### config.mk
export PLATFORM = sky130hd
export DESIGN_NAME = uart_tx_feeder
export DESIGN_NICKNAME = d
export VERILOG_FILES = /design/src/rtl/uart_tx_feeder.sv
export SDC_FILE = /design/constraint.sdc
export NUM_CORES = 1
export LEC_CHECK = 0
export CAP_MARGIN = 10
export CORE_ASPECT_RATIO = 0.7
export CORE_MARGIN = 2
export CORE_UTILIZATION = 60
export DETAILED_ROUTE_END_ITERATION = 16
export DONT_BUFFER_PORTS = 1
export PLACE_DENSITY = 0.76
export SLEW_MARGIN = 20
export SYNTH_ARGS = -nofsm -noshare
export SYNTH_HDL_FRONTEND = slang
export SYNTH_SLANG_ARGS = --single-unit
### constraint.sdc
create_clock -name clk -period 4.9 [get_ports clk]
set_input_delay 0.98 -clock clk [delete_from_list [all_inputs] [get_ports clk]]
set_output_delay 0.98 -clock clk [all_outputs]
set_load 0.01 [all_outputs]
### src/rtl/uart_tx_feeder.sv
// Byte FIFO feeding a UART transmitter: launches one byte at a time with a
// start pulse and tracks the UART busy handshake, with a timeout on busy rising.
module uart_tx_feeder #(
    parameter int DEPTH        = 8,
    parameter int BUSY_TIMEOUT = 16
) (
    input  logic                   clk,
    input  logic                   reset,
    input  logic                   wr_en,
    input  logic [7:0]             wr_data,
    output logic                   full,
    output logic                   empty,
    output logic [$clog2(DEPTH):0] count,
    output logic                   overflow,
    input  logic                   clr_overflow,
    input  logic                   uart_busy,
    output logic                   start_transmission,
    output logic [7:0]             tx_data,
    output logic                   timeout_err
);

    localparam int AW = $clog2(DEPTH);
    localparam int CW = AW + 1;
    localparam int TW = $clog2(BUSY_TIMEOUT + 1);

    typedef enum logic [1:0] {
        IDLE,
        WAIT_BUSY,
        WAIT_DONE
    } state_t;

    state_t          state;
    state_t          state_next;
    logic [7:0]      mem [DEPTH];
    logic [AW-1:0]   wr_ptr;
    logic [AW-1:0]   rd_ptr;
    logic [TW-1:0]   busy_timer;
    logic [CW-1:0]   count_next;
    logic            wr_accept;
    logic            wr_drop;
    logic            pop;
    logic            timeout_hit;

    // Full is the registered flag, so a pop in the same cycle never frees room for a write.
    assign wr_accept = wr_en && !full;
    assign wr_drop   = wr_en && full;

    always_ff @(posedge clk) begin
        if (reset) begin
            state <= IDLE;
        end else begin
            state <= state_next;
        end
    end

    always_comb begin
        state_next  = state;
        pop         = 1'b0;
        timeout_hit = 1'b0;
        unique case (state)
            IDLE: begin
                if (!empty && !uart_busy) begin
                    pop        = 1'b1;
                    state_next = WAIT_BUSY;
                end
            end
            WAIT_BUSY: begin
                if (uart_busy) begin
                    state_next = WAIT_DONE;
                end else if (busy_timer == TW'(BUSY_TIMEOUT - 1)) begin
                    timeout_hit = 1'b1;
                    state_next  = IDLE;
                end
            end
            WAIT_DONE: begin
                if (!uart_busy) begin
                    state_next = IDLE;
                end
            end
            default: state_next = IDLE;
        endcase
    end

    always_comb begin
        count_next = count;
        if (wr_accept && !pop) begin
            count_next = count + CW'(1);
        end else if (pop && !wr_accept) begin
            count_next = count - CW'(1);
        end
    end

    always_ff @(posedge clk) begin
        if (wr_accept && !reset) begin
            mem[wr_ptr] <= wr_data;
        end
    end

    always_ff @(posedge clk) begin
        if (reset) begin
            wr_ptr             <= '0;
            rd_ptr             <= '0;
            count              <= '0;
            full               <= 1'b0;
            empty              <= 1'b1;
            overflow           <= 1'b0;
            timeout_err        <= 1'b0;
            start_transmission <= 1'b0;
            tx_data            <= '0;
            busy_timer         <= '0;
        end else begin
            if (wr_accept) begin
                wr_ptr <= wr_ptr + AW'(1);
            end
            if (pop) begin
                tx_data <= mem[rd_ptr];
                rd_ptr  <= rd_ptr + AW'(1);
            end
            start_transmission <= pop;
            count              <= count_next;
            full               <= (count_next == CW'(DEPTH));
            empty              <= (count_next == '0);
            if (wr_drop) begin
                overflow <= 1'b1;
            end else if (clr_overflow) begin
                overflow <= 1'b0;
            end
            if (timeout_hit) begin
                timeout_err <= 1'b1;
            end
            // Timer only runs while waiting for busy; it is already zero on entry to WAIT_BUSY.
            if (state == WAIT_BUSY && !uart_busy) begin
                busy_timer <= busy_timer + TW'(1);
            end else begin
                busy_timer <= '0;
            end
        end
    end

endmodule

== After elaboration in Yosys (flattened, before gate mapping) ==
Memories as Yosys holds them, arrays and structs flattened. A register that Yosys moved wholly into a read port is not among the register bits.
Index checks and enable logic that the tools add are counted.

* $add $sub $neg: 5
* Equal/unequal tests: 7
* Muxes and demuxes: 16
* Bitwise operators: 1
* Reductions and logical operators: 18

{| class="wikitable"
|+ Operator list
! cell !! count
|-
| $mux 1 || 9
|-
| $mux 2 || 4
|-
| $mux 4 || 2
|-
| $logic_and 1x1->1 || 7
|-
| $add 3x1->3 const B || 2
|-
| $logic_not 1->1 || 6
|-
| $pmux 2 s3 || 1
|-
| $add 5x1->5 const B || 1
|-
| $eq 5x4->1 const B || 1
|-
| $add 4x1->4 const B || 1
|-
| $eq 4x4->1 const B || 1
|-
| $logic_not 4->1 || 1
|-
| $ne 2x2->1 const B || 2
|-
| $sub 4x1->4 const B || 1
|-
| $ne 3x3->1 const B || 1
|-
| $reduce_and 3->1 || 1
|-
| $eq 2x1->1 const B || 1
|-
| $eq 2x2->1 const B || 1
|-
| $logic_not 2->1 || 1
|-
| $reduce_bool 2->1 || 1
|-
| $reduce_or 2->1 || 1
|-
| $not 1->1 || 1
|}

* Register bits after elaboration: 22
* Bits in writable memories: 64
* Input bits: 13
* Output and inout bits: 17
* Logic and storage cells: 58
* Memories: 1

{| class="wikitable"
|+ Memory list
! memory !! words !! width !! rd ports !! clocked after Yosys merged registers in !! write ports !! RTL line !! source
|-
| mem || 8 || 8 || 1 || 1 || 1 || 34 || <nowiki>logic [7:0] mem [DEPTH];</nowiki>
|}

== Logic depth before layout (Yosys ltp) ==
Gate-level depths: netlist of the first run.

* Depth after elaboration: 8
* Depth in mapped cells: 6
* Depth with buffers taken out: 6

== Worst setup path after synthesis of the first run ==
OpenSTA, ideal clock, no wires.

* Path kind: input to register
* Start point: input port wr_en
* End point: memory mem[4][0], enable pin
* Library setup time: 0.395 ns
* Arrival time: 2.378 ns
* Required time: 4.505 ns
* Setup slack: 2.127 ns
* Stages: 3
* Buffers on the path: 0
* Path through: nor2b_1 nand2_1 nor4_1

* Word-level cells in the longest chain between the ends: 4

{| class="wikitable"
|+ Ends and longest elaborated chain
! element !! RTL line !! source
|-
| from (decl) || 9 || <nowiki>input logic wr_en,</nowiki>
|-
| $logic_and 1x1->1 || 45 || <nowiki>assign wr_accept = wr_en && !full;</nowiki>
|-
| $logic_and 1x1->1 || 94 || <nowiki>if (wr_accept && !reset) begin</nowiki>
|-
| $mux 1 || 94 ||
|-
| $mux 1 (not written as such) || 95 || <nowiki>mem[wr_ptr] <= wr_data;</nowiki>
|-
| to (decl) || 34 ||
|}

No other way between the ends.

== Worst setup path after layout of the first run ==
* Start point: input port wr_en
* End point: memory mem[5][0], enable pin

The elaborated chain is that of the path after synthesis.

==> impl_results.md, run 1 <==
* Setup bufs post-CTS at 0
* Sw frac at 0.239
* Mapped Cells at 238
* WP buf/inv at 0
* Die width at 97.7 um
* Aggregate global routing overflow at 0
* Netlist Area Pre-Place at 0.00368 mm2
* Sw power at 444 uW
* Inst Count DP at 304
* Seq/Total Area, Yosys at 0.685
* Port Buffers at 0
* RSZ-0062 raised after global routing: no
* Overall power at 1.86 mW
* Worst Clk Skew at 0.00897 ns
* Most frequent cells in the layout: edfxtp_1 (64), dfxtp_1 (30), nor2_1 (29), mux4_2 (16), nand2_1 (12)
* Share of cells above drive strength 1 at 0.188
* Area Overhead vs Synth at 9.51%
* FF+latch area at 0.00252 mm2
* Synth warnings at 0
* Vias in the first global route at 1982
* Root buf cell: clkbuf_8
* Synth Area per Inst at 15.5 um2
* Cell Pwr Density at 461 mW/mm2
* Commonest non-fill, non-tap cell in the layout: edfxtp_1
* Post-CTS Hold Buffers at 0
* Final core occ at 0.694
* Pre-CTS setup slack at 2.27 ns
* Largest net degree at the start of global routing at 32
* Outcome: finished clean
* Clk pwr share at 0.345
* CP Max Fanout at 8
* Die height at 69.6 um
* First-pass GRT wire length at 10200 um
* DRT iter0 DRCs at 129
* Peak supply drop at 206 uV
* Post-DP HPWL at 4090 um
* # setup viols final at 0
* Critical path's top delay family: simple AND/OR/NAND/NOR gates
* Overall Global Routing Usage at 0.202
* CTS max path bufs at 2
* Setup WS post-layout at 2.65 ns
* Htree depth at 3
* Post-route insts no fill at 320
* Max Cap Viol at 0
* Critical Path Start Type: input pin
* Yosys cell types at 36
* Max Fclk at 445 MHz
* Core ar. at 0.00581 mm2
* Max stage delay on crit path at 0.62 ns
* Worst Hold Class: reg -> reg
* Tmin final at 2.25 ns
* Post-CTS Resized at 0
* Async set-reset flop share out of synthesis at 0
* Setup crit end kind: register
* Kind of critical path: in -> reg
* Initial Util at 0.634
* EDFF count, synth at 64
* DRC viols at 0
* Io pins at 30
* Leak at 1.30 nW
* Skew-Pair Late Insertion Delay at 0.35 ns
* Diodes inserted at 0
* Yosys reg bits at 94
* Final net count at 259
* Total Routed Length at 6250 um
* Routed via count at 1903
* Initial antenna violation count at 0
* Antenna-violating nets left at 0
* 1st-pass router iterations at 4
* Row Count at 23
* CTS tree: yes
* Syn Nets at 257
* Die Footprint at 0.00679 mm2
* CTS Sinks at 94
* Comb power frac at 0.137
* Final hold vios at 0
* Slew Viols, Final at 0
* CP arrival at 2.23 ns
* Vias per inst at 5.95
* CTS Buf Count at 9
* Seq pwr share at 0.517
* Wire length per cell at 19.5 um
* CP max-delay cell: nor2_1
* Critical path cell sequence: nor2b_1 -> nand2_1 -> nor2_1
* CTS clk-pin slew, worst paths at 0.08 ns
* Slew headroom at 0.251
* Worst-Margin Slew at 1.12 ns
* WP data required at 4.88 ns
* Final worst-path cycle share at 0.458
* Placer Congestion at 0.756
* Multi-input gate area at 0.00111 mm2
* Top_reg_cell synth: edfxtp_1
* Fill cells at 404
* Setup_tns at 0 ns
* Pint at 1.42 mW
-- area by class of cell --
class,instances,area share
sequential,94,0.625
tap,75,0.0233
inverter,6,0.00558
clock inverter,7,0.0338
multi-input combinational,126,0.276
timing repair buffer,3,0.00558
clock buffer,9,0.0307
-- metal layers --
layer | up-vias | global-route usage | routed length, um
li1 | 905 | - | -
met1 | 915 | 0.279 | 2870
met2 | 71 | 0.300 | 2810
met3 | 12 | 0.0635 | 418
met4 | 0 | 0.0849 | 141
met5 | - | 0 | 0
-- worst reg2reg max path: stages (launching register included) --
cell and delay [ns]:
dfxtp_1 0.38, nand2b_1 0.35, nor4b_2 0.99
-- sequential cells by signal, indices dropped and copies added (netlist names) --
| signal | cells |
|---|---|
| overflow | 1 |
| tx_data | 8 |
| empty | 1 |
| wr_ptr | 3 |
| rd_ptr | 3 |
| timeout_err | 1 |
| start_transmission | 1 |
| count | 4 |
| full | 1 |
| state | 2 |
| busy_timer | 5 |
| mem | 64 |
-- final timing paths --
path | from | end | cells past startpoint | slack [ns]
worst min-delay path | busy_timer[0] | busy_timer[0] | 1 | 0.45
worst max register to register | full | mem[0][0] | 2 | 2.81
worst min register to register | busy_timer[0] | busy_timer[0] | 1 | 0.45
worst max-delay path | wr_en | mem[5][0] | 3 | 2.65
-- power by group through the flow --
stage	sequential (mW)	combinational, mW	clock (mW)
floorplan	0.960	0.229	0
global placement	0.980	0.250	0
detailed placement	0.982	0.258	0
CTS	0.964	0.258	0.651
global route	0.972	0.287	0.676
finish	0.963	0.256	0.642
-- cell usage after synthesis (all sizes together) (2+ instances only) --
| master | instances | area (um2) |
|---|---|---|
| edfxtp | 64 | 1920 |
| dfxtp | 30 | 601 |
| nor2 | 30 | 120 |
| mux4 | 16 | 360 |
| nand2 | 12 | 45.0 |
| a211oi | 10 | 75.1 |
| mux2i | 8 | 80.1 |
| buf | 6 | 31.3 |
| clkbuf | 6 | 22.5 |
| ha | 6 | 75.1 |
| inv | 6 | 22.5 |
| xnor2 | 5 | 43.8 |
| a21oi | 4 | 20.0 |
| nor3 | 4 | 25.0 |
| xor2 | 4 | 35.0 |
| nand3 | 3 | 15.0 |
| nor2b | 3 | 18.8 |
| o22ai | 3 | 18.8 |
| and3 | 2 | 12.5 |
| mux2 | 2 | 30.0 |
| nand2b | 2 | 12.5 |
| nor4 | 2 | 12.5 |
-- through the flow --
stage / area [um2] / hold slack (ns)
floorplan: 3680 / 0.418
detailed placement: 3760 / 0.438
global route: 4040 / 0.482
global placement: 3760 / 0.428
CTS: 4020 / 0.458
finish: 4040 / 0.454
-- cells by family (layout without fill, tap and decap cells) --
logic type / count (synthesis) / in the layout / synth area share
DFF: 94 / 94 / 0.685
buffers and inverters: 18 / 25 / 0.0207
adders and majority gates: 6 / 6 / 0.0204
xor gates and xnor gates: 9 / 9 / 0.0214
and+or+nand+nor: 64 / 64 / 0.0849
muxes: 26 / 26 / 0.128
AOI/OAI and AO/OA: 21 / 21 / 0.0404
(Power assumes the default switching activity.)
==> inputs of run 2 (changes only) <==
--- a/config.mk
+++ b/config.mk
@@ -8,10 +8,10 @@
 export CAP_MARGIN = 10
 export CORE_ASPECT_RATIO = 0.7
 export CORE_MARGIN = 2
-export CORE_UTILIZATION = 60
+export CORE_UTILIZATION = 56
 export DETAILED_ROUTE_END_ITERATION = 16
 export DONT_BUFFER_PORTS = 1
-export PLACE_DENSITY = 0.76
+export PLACE_DENSITY = 0.74
 export SLEW_MARGIN = 20
 export SYNTH_ARGS = -nofsm -noshare
 export SYNTH_HDL_FRONTEND = slang
==> constraint.sdc (replaced) <==
create_clock -name clk -period 1.85 [get_ports clk]
set_input_delay 0.37 -clock clk [delete_from_list [all_inputs] [get_ports clk]]
set_output_delay 0.37 -clock clk [all_outputs]
set_load 0.01 [all_outputs]
==> impl_results.md, run 2 (synthesis gave the netlist of run 1 again) <==
* Outcome: finished clean (unchanged)
* Overall Global Routing Usage at 0.200 (was 0.202)
* Commonest non-fill, non-tap cell in the layout: edfxtp_1 (unchanged)
* Slew headroom at 0.664 (was 0.251)
* Initial antenna violation count at 0 (unchanged)
* CP arrival at 2.04 ns (was 2.23 ns)
* CP Max Fanout at 5 (was 8)
* Die width at 101 um (was 97.7 um)
* Most frequent cells in the layout: edfxtp_1 (64), nor2_1 (29), dfxtp_1 (28), mux4_2 (16) (was edfxtp_1 (64), dfxtp_1 (30), nor2_1 (29), mux4_2 (16), nand2_1 (12))
* Port Buffers at 0 (unchanged)
* Worst-Margin Slew at 0.503 ns (was 1.12 ns)
* Area Overhead vs Synth at 10.7% (was 9.51%)
* CTS clk-pin slew, worst paths at 0.09 ns (was 0.08 ns)
* Kind of critical path: reg -> reg (was in -> reg)
* Final worst-path cycle share at 0.970
* Worst r2r src: state[1] (was full)
* Final core occ at 0.647 (was 0.694)
* Die height at 71.9 um (was 69.6 um)
* Routed length on met1 at 2970 um (was 2870 um)
* 1st-pass router iterations at 4 (unchanged)
* Row Count at 24 (was 23)
* Setup bufs post-CTS at 0 (unchanged)
* RSZ-0062 raised after global routing: no (unchanged)
* Final hold vios at 0 (unchanged)
* Max Fclk at 557 MHz
* Root buf cell: clkbuf_8 (unchanged)
* Top layer in use: met4 (unchanged)
* Hold Path Origin: reset (was busy_timer[0])
* DRT iter0 DRCs at 172 (was 129)
* Wire length per cell at 19.6 um (was 19.5 um)
* Slew Viols, Final at 0 (unchanged)
* Antenna-violating nets left at 0 (unchanged)
* Met2 wire len at 3040 um (was 2810 um)
* Cell Pwr Density at 1130 mW/mm2 (was 461 mW/mm2)
* # setup viols final at 0 (unchanged)
* Final net count at 270 (was 259)
* Reg2reg setup slack at 0.06 ns (was 2.81 ns)
* Io pins at 30 (unchanged)
* Max reg flops at 64 (unchanged)
* Total Routed Length at 6540 um (was 6250 um)
* CTS Sinks at 94 (unchanged)
* Critical Path Start Type: register (was input pin)
* Diodes inserted at 0 (unchanged)
* Wire length on met3 at 482 um (was 418 um)
* Routed via count at 1957 (was 1903)
* Vias per inst at 5.86 (was 5.95)
* Worst Hold End: start_transmission (was busy_timer[0])
* DRC viols at 0 (unchanged)
* Share of cells above drive strength 1 at 0.215 (was 0.188)
* Largest registers: mem: 64 flops, tx_data: 8 flops, busy_timer: 5 flops (unchanged)
* Fill cells at 446 (was 404)
* Tmin final at 1.79 ns
* Skew-Pair Late Insertion Delay at 0.35 ns (about the same)
* Core ar. at 0.00631 mm2 (was 0.00581 mm2)
* Max Cap Viol at 0 (unchanged)
* CTS tree: yes (unchanged)
* WP data required at 2.10 ns (was 4.88 ns)
* Post-DP HPWL at 4340 um (was 4090 um)
* Peak supply drop at 746 uV (was 206 uV)
* Worst Clk Skew at 0.00710 ns (was 0.00897 ns)
* Vias in the first global route at 1985 (was 1982)
* Most flop-heavy register: mem (unchanged)
* Setup_tns at 0 ns (unchanged)
* Setup crit end kind: register (unchanged)
* Htree depth at 3 (unchanged)
* FF-to-FF path depth at 5 (was 2)
* Largest net degree at the start of global routing at 32 (unchanged)
* Aggregate global routing overflow at 0 (unchanged)
* Worst Hold Class: in -> reg (was reg -> reg)
* First-pass GRT wire length at 10400 um (was 10200 um)
* Initial Util at 0.584 (was 0.634)
* Die Footprint at 0.00726 mm2 (was 0.00679 mm2)
* RR Endpoint: full (was mem[0][0])
* Leak at 1.32 nW (was 1.30 nW)
* CTS Buf Count at 9 (unchanged)
* CTS max path bufs at 2 (unchanged)
* Hold Path Cell Cnt at 1 (unchanged)
* Placer Congestion at 0.811 (was 0.756)
run 2: changes by cell type in the layout (fill, tap and decap cells not counted), moves of 2 or more:
cell,previous run,this run
dfxtp_1,30,28
dfxtp_2,0,2
buf_4,3,12
bufinv_16,4,1
nor3_1,0,3
buf_12,0,2
nor3_2,4,1
run 2: timing repair:
item,CTS,global route
hold buffers,0,0
gates resized for setup,0,3
setup endpoints to repair,0,2
run 2: worst max-delay path by stage:
stage          slack (ns)   endpoint  startpoint  depth (start not counted)
2_1_floorplan        0.01  mem[4][0]       wr_en                          3
3_3_place_gp         0.12      empty    state[1]                          5
3_5_place_dp         0.05      empty    state[1]                          5
4_1_cts             0.007      empty    state[1]                          5
5_1_grt              0.01       full    state[1]                          5
6_report             0.06       full    state[1]                          5
run 2: routing by layer:
metal	track usage	up-vias
met1	0.283	969
met5	0	-
met4	0.0541	0
met3	0.0634	6
met2	0.306	61
li1	-	921
run 2: area by class of cell:
class	instances	area (um2)	share of cell area
flip-flops and latches	94	2520	0.619
multi-input cells	126	1110	0.273
repair buffers	14	130	0.0319
inverters	6	22.5	0.00552
well taps	78	97.6	0.0239
clock buffers	10	128	0.0313
clock inverters	6	61.3	0.0150
run 2: through the flow:
stage	instances	instance area (um2)	setup slack, ns	power [mW]	hold slack [ns]
global route	334	4080	0.0124	4.82	0.0438
finish	334	4080	0.0560	4.60	0.0747
CTS	334	4070	0.00728	4.62	0.0576
floorplan	238	3700	0.0113	3.15	0.418
global placement	318	3880	0.117	3.31	0.433
detailed placement	318	3880	0.0486	3.35	0.440
run 2: power breakdown:
part / internal [mW] / switching, mW / leakage, nW
clock: 0.621 / 0.676 / 0.0880
combinational: 0.390 / 0.372 / 0.406
sequential: 2.38 / 0.168 / 0.824
run 2: worst max-delay path: stages (launching register included):
cell and delay, ns:
dfxtp_2 0.36, or4_4 0.59, nand2_1 0.14, o22ai_1 0.12
mux2_4 0.32, and3_1 0.17
